==> config.mk <==
export PLATFORM = sky130hd
export DESIGN_NAME = mux_nto1_sync
export DESIGN_NICKNAME = d
export VERILOG_FILES = /design/src/rtl/puf_mux_pkg.sv /design/src/rtl/sync_chain.sv /design/src/rtl/mux_nto1_sync.sv
export SDC_FILE = /design/constraint.sdc
export NUM_CORES = 1
export LEC_CHECK = 0
export CORE_MARGIN = 2
export CORE_UTILIZATION = 41
export DETAILED_ROUTE_END_ITERATION = 8
export GPL_ROUTABILITY_DRIVEN = 0
export PLACE_DENSITY = 0.82
export SYNTH_ARGS = -nofsm -noshare
export SYNTH_HDL_FRONTEND = slang
export SYNTH_SLANG_ARGS = --single-unit
==> constraint.sdc <==
create_clock -name clk -period 4.4 [get_ports clk]
set_input_delay 0.88 -clock clk [delete_from_list [all_inputs] [get_ports clk]]
set_output_delay 0.88 -clock clk [all_outputs]
set_load 0.02 [all_outputs]
==> src/rtl/puf_mux_pkg.sv <==
// Shared types and elaboration-time checks for the PUF cell selector family.
package puf_mux_pkg;

  typedef enum logic {SETTLE, READY} mux_state_e;

  // The blanking window must outlast the synchroniser so no stale sample escapes.
  function automatic bit settle_cyc_ok(input int settle_cyc, input int sync_stages);
    return settle_cyc >= sync_stages + 1;
  endfunction

endpackage

==> src/rtl/sync_chain.sv <==
// Flop synchroniser for one asynchronous bit, with a synchronous clear that
// flushes every stage.
module sync_chain #(
  parameter int STAGES = 2
) (
  input  logic clk,
  input  logic rst_n,
  input  logic clr,
  input  logic d,
  output logic q
);

  logic [STAGES-1:0] stg_q;
  logic [STAGES-1:0] stg_d;

  always_comb begin
    stg_d = clr ? '0 : {stg_q[STAGES-2:0], d};
  end

  always_ff @(posedge clk or negedge rst_n) begin
    if (!rst_n) begin
      stg_q <= '0;
    end else begin
      stg_q <= stg_d;
    end
  end

  assign q = stg_q[STAGES-1];

endmodule

==> src/rtl/mux_nto1_sync.sv <==
// N:1 PUF cell selector: registered select with valid/ready handshake,
// range rejection, post-switch blanking and a synchronised output.
module mux_nto1_sync
  import puf_mux_pkg::*;
#(
  parameter int N_IN        = 16,
  parameter int SEL_W       = $clog2(N_IN),
  parameter int SYNC_STAGES = 2,
  parameter int SETTLE_CYC  = 8
) (
  input  logic             clk,
  input  logic             rst_n,
  input  logic [N_IN-1:0]  in,
  input  logic             req_valid,
  input  logic [SEL_W-1:0] req_sel,
  output logic             req_ready,
  output logic [SEL_W-1:0] sel_cur,
  output logic             out,
  output logic             out_valid,
  output logic             err_range
);

  localparam int               CNT_W    = $clog2(SETTLE_CYC);
  localparam logic [CNT_W-1:0] CNT_INIT = CNT_W'(SETTLE_CYC - 1);
  localparam logic [SEL_W:0]   N_LIM    = (SEL_W + 1)'(N_IN);

  if (!settle_cyc_ok(SETTLE_CYC, SYNC_STAGES)) begin : g_bad_settle
    $error("SETTLE_CYC must be at least SYNC_STAGES+1");
  end

  mux_state_e       state_q, state_d;
  logic [CNT_W-1:0] cnt_q, cnt_d;
  logic [SEL_W-1:0] sel_q, sel_d;
  logic             ready_q, ready_d;
  logic             valid_q, valid_d;
  logic             err_q, err_d;
  logic             in_range;
  logic             accept;
  logic             raw;
  logic             sync_out;

  always_comb begin
    in_range = ({1'b0, req_sel} < N_LIM);
    accept   = (state_q == READY) && req_valid && in_range;
    state_d  = state_q;
    cnt_d    = cnt_q;
    sel_d    = sel_q;
    ready_d  = ready_q;
    valid_d  = valid_q;
    err_d    = 1'b0;
    case (state_q)
      SETTLE: begin
        if (cnt_q == '0) begin
          state_d = READY;
          valid_d = 1'b1;
          ready_d = 1'b1;
        end else begin
          cnt_d = cnt_q - CNT_W'(1);
        end
      end
      READY: begin
        // Out-of-range requests are consumed but leave the routing untouched.
        if (req_valid) begin
          if (in_range) begin
            sel_d   = req_sel;
            state_d = SETTLE;
            cnt_d   = CNT_INIT;
            valid_d = 1'b0;
            ready_d = 1'b0;
          end else begin
            err_d = 1'b1;
          end
        end
      end
      default: state_d = SETTLE;
    endcase
  end

  always_ff @(posedge clk or negedge rst_n) begin
    if (!rst_n) begin
      state_q <= SETTLE;
      cnt_q   <= CNT_INIT;
      sel_q   <= '0;
      ready_q <= 1'b0;
      valid_q <= 1'b0;
      err_q   <= 1'b0;
    end else begin
      state_q <= state_d;
      cnt_q   <= cnt_d;
      sel_q   <= sel_d;
      ready_q <= ready_d;
      valid_q <= valid_d;
      err_q   <= err_d;
    end
  end

  always_comb begin
    raw = 1'b0;
    if ({1'b0, sel_q} < N_LIM) begin
      raw = in[sel_q];
    end
  end

  sync_chain #(
    .STAGES(SYNC_STAGES)
  ) u_sync (
    .clk  (clk),
    .rst_n(rst_n),
    .clr  (accept),
    .d    (raw),
    .q    (sync_out)
  );

  assign out       = sync_out & valid_q;
  assign out_valid = valid_q;
  assign req_ready = ready_q;
  assign sel_cur   = sel_q;
  assign err_range = err_q;

endmodule

==> flow_summary.yaml <==
run_status:
  outcome: "completed"
timing:
  final_max_slew_viol_count: 0
  fin_crit_ns: 2.39
  fin_tns_setup_ns: 0
  finalCritPeriodShare_pct: 54.3
  worst_slack_ns: 2.01
  fmax_ghz: 0.418
  setup_violations: 0
  hold_viol: 0
  fin_worst_skew_ns: 0.00637
  rsz0062_at_grt: "false"
critical_path:
  crit_type: "flop to output port"
  worst-path-buf-inv: 1
  cp_slowest_cell: "clkdlybuf4s50_1"
  end_kind: "output port"
  crit_fanout: 8
  cp_data_required_time_ns: 3.52
  worst_ep_arrival_time_ns: 1.51
  crit_family: "buffers and inverters"
  slowest_delay_ns: 0.68
  critPathLaunchType: "flop"
  path_cells: "clkdlybuf4s50_1"
clock_network:
  worstSkewPairLatency_ns: 0.27
  postCtsSetupBuffers: 0
  ctsResizeCount: 0
  ctsLongestPathBuffers: 2
  clkSinkCount: 11
  cts_tree: "done"
  numCtsBuffers: 3
  cts-htree-levels: 1
  ctsRootBufferMaster: "clkbuf_4"
  cts_hold_buffers: 0
  clk_pin_slew_worst_paths_ns: 0.07
place:
  dp_hpwl_um: 1030
  preCtsSetupSlack_ns: 2.29
  port_buffers: 29
floorplan:
  dieArea_um2: 1840
  row_count: 14
  die_width_um: 42.9
  die_y_um: 42.9
  ios: 31
  core_um2: 1450
  start_util_pct: 42.7
min_path:
  hp-class: "flop to flop"
detailed_routing:
  vias: 505
  drtIter0Drc: 2
  first_pass_iters: 4
  ant_nets: 0
  route.detailed.drc: 0
  wl_um: 1220
  wl_per_cell_um: 12.0
  avgViaCountPerCell: 4.95
pwr:
  p_per_area_nw_per_um2: 634
  max-vdd-ir-drop_v: 0.000353
  p_leak_nw: 0.412
global_route:
  grt_pass1_vias: 530
  grt_max_degree: 12
  grt.total_usage_pct: 17.5
  grt_overflow_total: 0
  grt_pass1_wl_um: 2350
  grt_antenna_before_repair: 0
logic_synthesis:
  synth_seq_cells: 11
  syn-cell-area_um2: 621
  ys_seq_area_share_pct: 45.0
  synth.distinct_cells: 25
  synth_cells: 56
  syn_nets: 81
  yosysWarnings: 0
  syn_area_per_cell_um2: 11.1
finish:
  diodes: 0
  drive_above_1_share_pct: 14.0
  fillers: 129
  areaGrowthSynthToFinish_pct: 50.0
  fin_nets: 112
job:
  drv_cap: 0
[routing by layer]
layer / global-route usage [%] / wire length (um) / vias to the layer above
met3: 6.38 / 70 / 2
li1: - / - / 254
met1: 21.8 / 511 / 234
met2: 28.8 / 632 / 15
met4: 3.75 / 9 / 0
met5: 0 / 0 / -
[per-stage QoR]
step | util (%) | area [um2] | hold slack [ns] | total power, mW | std cells
after floorplan | - | 621 | 0.428 | 0.424 | 56
after CTS | 64.0 | 931 | 0.459 | 0.598 | 102
after detailed placement | 62.2 | 905 | 0.443 | 0.529 | 98
after global placement | 62.2 | 905 | 0.444 | 0.516 | 98
after global routing | 64.0 | 931 | 0.478 | 0.646 | 102
final | 64.0 | 931 | 0.459 | 0.590 | 102
[final cells by class]
cell class	count	area [um2]	share of cell area, %
multi-input combinational	36	293	31.5
timing repair buffer	29	290	31.2
sequential	11	279	30.0
clock buffer	4	26.3	2.82
inverter	6	22.5	2.42
tap	16	20.0	2.15
[synthesized netlist by cell type]
| cell | number | area [um2] |
|---|---|---|
| inv_1 | 6 | 22.5 |
| a22oi_1 | 1 | 7.51 |
| mux2_2 | 3 | 33.8 |
| and2_1 | 2 | 12.5 |
| buf_4 | 2 | 15.0 |
| o22ai_1 | 1 | 6.26 |
| conb_1 | 1 | 3.75 |
| mux4_2 | 2 | 45.0 |
| mux2i_1 | 4 | 40.0 |
| nor3b_1 | 1 | 7.51 |
| buf_6 | 1 | 11.3 |
| o211ai_1 | 1 | 7.51 |
| a21o_1 | 1 | 7.51 |
| o211ai_2 | 1 | 12.5 |
| a21oi_1 | 3 | 15.0 |
| nand3_1 | 4 | 20.0 |
| nand3b_1 | 2 | 15.0 |
| dfrtp_1 | 8 | 200 |
| dfstp_2 | 3 | 78.8 |
| nor2_1 | 1 | 3.75 |
| or4_1 | 1 | 7.51 |
| nand2_1 | 3 | 11.3 |
| o21ai_0 | 1 | 5.00 |
| nand2b_1 | 1 | 6.26 |
| ha_1 | 2 | 25.0 |
[flip-flops by register name, summed over array words and instances (netlist names)]
| signal | cells |
|---|---|
| state_q | 1 |
| sel_cur | 4 |
| cnt_q | 3 |
| out_valid | 1 |
| u_sync.stg_q | 2 |
[layout by cell type (no fill, tap or decap), drive strengths merged]
cell type and instances:
nand3b 2, nand3 4, a21o 1, mux4 2, inv 6, ha 2
nor2 1, o22ai 1, mux2i 4, dfrtp 8, and2 2, dfstp 3
a21oi 3, conb 1, nand2b 1, nor3b 1, o21ai 1, mux2 3
clkdlybuf4s50 29, clkbuf 4, or4 1, a22oi 1, o211ai 2, nand2 3
[cells by family after synthesis]
family	count (synthesis)	synth area share, %
and+or+nand+nor	15	13.5
AOI/OAI and AO/OA	9	9.88
muxes	9	19.2
adders and majority gates	2	4.03
DFF	11	45.0
other	1	0.604
buffers and inverters	9	7.86
[where the power goes]
part	internal [mW]	switching (mW)	leakage [nW]
Combinational	0.168	0.127	0.268
Clock	0.0351	0.0331	0.0150
Sequential	0.165	0.0621	0.129
[final timing paths]
| path | startpoint | to | slack, ns | cells past startpoint |
|---|---|---|---|---|
| max in group asynchronous | rst_n | cnt_q[1] | 3.12 | 1 |
| min in group asynchronous | rst_n | out_valid | 0.93 | 1 |
| setup reg to reg | cnt_q[0] | cnt_q[1] | 2.90 | 6 |
| setup / recovery | sel_cur[0] | sel_cur[0] | 2.01 | 1 |
| hold reg to reg | u_sync.stg_q[0] | u_sync.stg_q[1] | 0.46 | 1 |
| hold / removal | u_sync.stg_q[0] | u_sync.stg_q[1] | 0.46 | 1 |
Note: power is estimated with default switching activity, not from simulation.
